[config.mk]
export PLATFORM = sky130hd
export DESIGN_NAME = piso_tx
export DESIGN_NICKNAME = d
export VERILOG_FILES = /design/src/rtl/piso_tx.sv
export SDC_FILE = /design/constraint.sdc
export NUM_CORES = 1
export LEC_CHECK = 0
export CAP_MARGIN = 40
export CORE_MARGIN = 3
export CORE_UTILIZATION = 40
export CTS_CLUSTER_DIAMETER = 40
export CTS_CLUSTER_SIZE = 25
export DETAILED_ROUTE_END_ITERATION = 10
export GPL_TIMING_DRIVEN = 0
export PLACE_DENSITY_LB_ADDON = 0.05
export SYNTH_ARGS = -nofsm -noshare
export SYNTH_HDL_FRONTEND = slang
export SYNTH_SLANG_ARGS = --single-unit
[constraint.sdc]
create_clock -name clk -period 1.5 [get_ports clk]
set_input_delay 0.225 -clock clk [delete_from_list [all_inputs] [get_ports clk]]
set_output_delay 0.225 -clock clk [all_outputs]
set_load 0.01 [all_outputs]
[src/rtl/piso_tx.sv]
// Parallel-in serial-out transmitter: valid/ready word intake, one bit per clock on serial_out.
// Optional even-parity trailer bit when PISO_TX_PARITY_EN is defined.
module piso_tx #(
    parameter int WIDTH     = 8,
    parameter bit MSB_FIRST = 1'b1
) (
    input  logic             clk,
    input  logic             rst,
    input  logic [WIDTH-1:0] din,
    input  logic             din_valid,
    output logic             din_ready,
    output logic             serial_out,
    output logic             frame,
    output logic             busy
);
    localparam int CW = $clog2(WIDTH);
    localparam logic [CW-1:0] LAST = CW'(WIDTH - 1);

`ifdef PISO_TX_PARITY_EN
    typedef enum logic [1:0] {IDLE, SHIFT, PARITY} state_t;
`else
    typedef enum logic [1:0] {IDLE, SHIFT} state_t;
`endif

    state_t            state_q, state_d;
    logic [CW-1:0]     cnt_q, cnt_d;
    logic [WIDTH-1:0]  sh_q, sh_d;
    logic              ser_q, ser_d;
    logic              frm_q, frm_d;
`ifdef PISO_TX_PARITY_EN
    logic              par_q, par_d;
`endif

    logic              last_cyc;
    logic              hs;
    logic              first_bit;
    logic              next_bit;
    logic [WIDTH-1:0]  sh_adv;

    // sh_q keeps the bit currently on serial_out at its outgoing end.
    assign first_bit = MSB_FIRST ? din[WIDTH-1] : din[0];
    assign next_bit  = MSB_FIRST ? sh_q[WIDTH-2] : sh_q[1];
    assign sh_adv    = MSB_FIRST ? {sh_q[WIDTH-2:0], 1'b0} : {1'b0, sh_q[WIDTH-1:1]};

`ifdef PISO_TX_PARITY_EN
    assign last_cyc = (state_q == PARITY);
`else
    assign last_cyc = (state_q == SHIFT) && (cnt_q == LAST);
`endif

    assign din_ready  = rst & ((state_q == IDLE) | last_cyc);
    assign hs         = din_valid & din_ready;
    assign busy       = (state_q != IDLE);
    assign serial_out = ser_q;
    assign frame      = frm_q;

    always_comb begin
        state_d = state_q;
        cnt_d   = cnt_q;
        sh_d    = sh_q;
        ser_d   = 1'b0;
        frm_d   = 1'b0;
`ifdef PISO_TX_PARITY_EN
        par_d   = par_q;
`endif
        if (hs) begin
            // A new word may start straight out of the final cycle of the previous one.
            state_d = SHIFT;
            cnt_d   = '0;
            sh_d    = din;
            ser_d   = first_bit;
            frm_d   = 1'b1;
`ifdef PISO_TX_PARITY_EN
            par_d   = ^din;
`endif
        end else begin
            case (state_q)
                SHIFT: begin
                    if (cnt_q == LAST) begin
                        cnt_d = '0;
`ifdef PISO_TX_PARITY_EN
                        state_d = PARITY;
                        ser_d   = par_q;
                        frm_d   = 1'b1;
`else
                        state_d = IDLE;
`endif
                    end else begin
                        cnt_d = cnt_q + CW'(1);
                        sh_d  = sh_adv;
                        ser_d = next_bit;
                        frm_d = 1'b1;
                    end
                end
`ifdef PISO_TX_PARITY_EN
                PARITY:  state_d = IDLE;
`endif
                default: state_d = IDLE;
            endcase
        end
    end

    always_ff @(posedge clk or negedge rst) begin
        if (!rst) begin
            state_q <= IDLE;
            cnt_q   <= '0;
            sh_q    <= '0;
            ser_q   <= 1'b0;
            frm_q   <= 1'b0;
`ifdef PISO_TX_PARITY_EN
            par_q   <= 1'b0;
`endif
        end else begin
            state_q <= state_d;
            cnt_q   <= cnt_d;
            sh_q    <= sh_d;
            ser_q   <= ser_d;
            frm_q   <= frm_d;
`ifdef PISO_TX_PARITY_EN
            par_q   <= par_d;
`endif
        end
    end
endmodule

==> impl_results.md <==
- Layout cell share with drive strength beyond 1: 0.282
- Mapped Nets: 60
- H-tree Lvls: 1
- Final hold vios: 0
- Synth Instances: 47
- Die Width: 43.9 µm
- Worst stage delay on the critical path: 0.39 ns
- Die area: 1930 µm²
- Nets: 85
- Core Footprint: 1320 µm²
- Syn avg cell area: 12.2 µm²
- CTS root buffer: clkbuf_4
- Most used cell, CP: ha_2
- Initial antenna violation count: 0
- Critical Setup Path Class: flip-flop to output pin
- Final WS setup: -0.260 ns
- DR DRC count: 0
- Critical Path Slowest Stage Cell: dfrtp_1
- CTS tree: built
- Routed WL: 1.24 mm
- Total gr overflow: 0
- Final period utilization: 1.17
- Vias in the first global route: 405
- Grt met2 use: 0.192
- Pre-antenna DRT Iters: 2
- Placer Congestion: 0.620
- PD cells: 1900 nW/µm²
- Leakage power: 0.387 nW
- Met1 GRT Util: 0.213
- R2r startpoint: cnt_q[1]
- GR Util All Layers: 0.141
- Total power: 0.00157 W
- Vias post-DR: 436
- Post-DP Area: 739 µm²
- WP data arrival: 1.54 ns
- Clock Path Buffers: 2
- Row count: 13
- Endpoints failing setup: 9
- Drt wl/cell: 14.5 µm
- Gr busiest metal: met1
- Critical path fanouts, max: 2
- R2r worst-path depth: 6
- Violated checks: negative setup slack
- RSZ-0062 raised after global routing: yes
- Worst VDD drop: 895 µV
- Worst R2R End: sh_q[4]
- Post-route cell area: 830 µm²
- Critical-path cell list: ha_2 -> ha_2 -> or2b_1 -> and2_1 -> buf_2
- Num Clock Sinks: 13
- Syn. warnings: 0
- Final slew viol count: 0
- Largest net degree at the start of global routing: 17
- Worst-path clk slew: 0.08 ns
- Clock Skews: 0.00344 ns
- Initial core utilization: 0.436
- WHS: 0.0716 ns
- Synth Register Bits: 13
- WP data required: 1.27 ns
- Worst Hold Class: input pin to asynchronous set/reset pin
- Area delta synth->final: 44.4%
- CTS buffer count: 3
- Tmin final: 1.76 ns
- Die H: 43.9 µm
- Synth cell types: 17
- Met3 usage: 0.0498
- Critical Path End Type: output pin
- Slew Limit Headroom: 0.571
- Fmax: 568 MHz
- Max cap viols: 0
- Number of port buffers: 14
- ANT nets after route: 0
- I/O pin cnt: 15
- First-pass GRT wire length: 1.90 mm
- Ant diodes: 0
- Post-CTS Hold Fix Bufs: 0
- CP Launch Type: flip-flop
- Initial DRC count: 3
- Outcome: complete, but fails checks
- Slew @ Worst Pin: 0.644 ns
- Setup slack, reg-to-reg: -0.09 ns
- Area of the mapped netlist: 574 µm²
- Worst skew pair latency: 0.28 ns
- Sequential cell area fraction in the yosys report: 0.566
- Vias per inst: 5.07
[layout by cell type (no fill, tap or decap), types with 2 or more instances in the layout]
master / instances
buf_6: 2
nand2_1: 2
buf_4: 3
dfrtp_1: 13
mux2i_1: 2
clkbuf_4: 3
a221o_1: 6
clkdlybuf4s50_1: 12
buf_2: 2
nor2_4: 3
and2_1: 7
ha_2: 2
nand3_1: 2
[sequential cells by signal, summed over array words and instances (netlist names)]
name        count
cnt_q           3
frame           1
serial_out      1
sh_q            7
state_q         1
[power breakdown]
part	switching [W]	internal, W	total, W
Sequential	0.0000811	0.000493	0.000574
Combinational	0.000354	0.000424	0.000777
Clock	0.000118	0.000103	0.000221
[what timing repair did]
action,4_1_cts,5_1_grt
buffers inserted,3,1
pin swaps,7,2
gates cloned,2,0
endpoints found under the setup margin,14,12
gates resized for setup,8,6
[synth_stat cells]
cell type / count / share of area
nand2b_1: 1 / 0.011
nand3_1: 2 / 0.017
nand2_1: 2 / 0.013
nor2_1: 2 / 0.013
inv_1: 2 / 0.013
mux2i_1: 2 / 0.035
and2_1: 8 / 0.087
or2b_1: 1 / 0.013
ha_1: 2 / 0.044
buf_4: 1 / 0.013
nor2_2: 1 / 0.011
dfrtp_1: 13 / 0.57
a221o_1: 6 / 0.10
and2b_1: 1 / 0.013
a22o_1: 1 / 0.015
o22ai_1: 1 / 0.011
nor2_4: 1 / 0.020
[metal layers]
layer	vias up	routed length, µm
met3	4	74
li1	214	-
met1	204	596
met2	14	546
met4	0	27
met5	-	0
[worst max path at each step]
stage              from        end  slack (ns)  depth (start not counted)
5_1_grt        cnt_q[0]  din_ready       -0.32                          5
4_1_cts        cnt_q[0]  din_ready       -0.27                          5
3_3_place_gp        rst  din_ready       -0.63                          3
3_5_place_dp        rst  din_ready       -0.62                          3
6_report       cnt_q[1]  din_ready       -0.26                          5
2_1_floorplan  cnt_q[0]    sh_q[6]       -0.03                          6
[area by class of cell]
class	instances	area (µm²)
buffer	1	11.3
clock buffer	4	26.3
fill	109	488
inverter	2	7.51
multi-input combinational	32	268
sequential	13	325
tap	15	18.8
timing repair buffer	19	173
[worst max-delay path: cells and delay by family, from the launching register on]
kind / cells / cell delay, ns
flops: 1 / 0.39
simple gates: 2 / 0.39
fa+ha+maj: 2 / 0.35
buf+inv: 1 / 0.13
[metrics by stage]
step	utilization	setup TNS, ns	std cells	setup WS (ns)
after floorplan	-	-0.155	47	-0.0259
after global placement	0.561	-5.72	76	-0.628
after detailed placement	0.561	-5.75	76	-0.618
after CTS	0.612	-0.872	85	-0.272
after global routing	0.630	-1.29	86	-0.315
final	0.630	-0.766	86	-0.260
[cells by family after synthesis]
kind of cell | share of synthesized area
buffers and inverters | 0.0262
multiplexers | 0.0349
AO/OA/AOI/OAI | 0.131
adder cells (fa/ha/maj) | 0.0436
flip-flops | 0.566
AND/OR/NAND/NOR | 0.198
No activity file was read; power rests on OpenSTA's default activity.
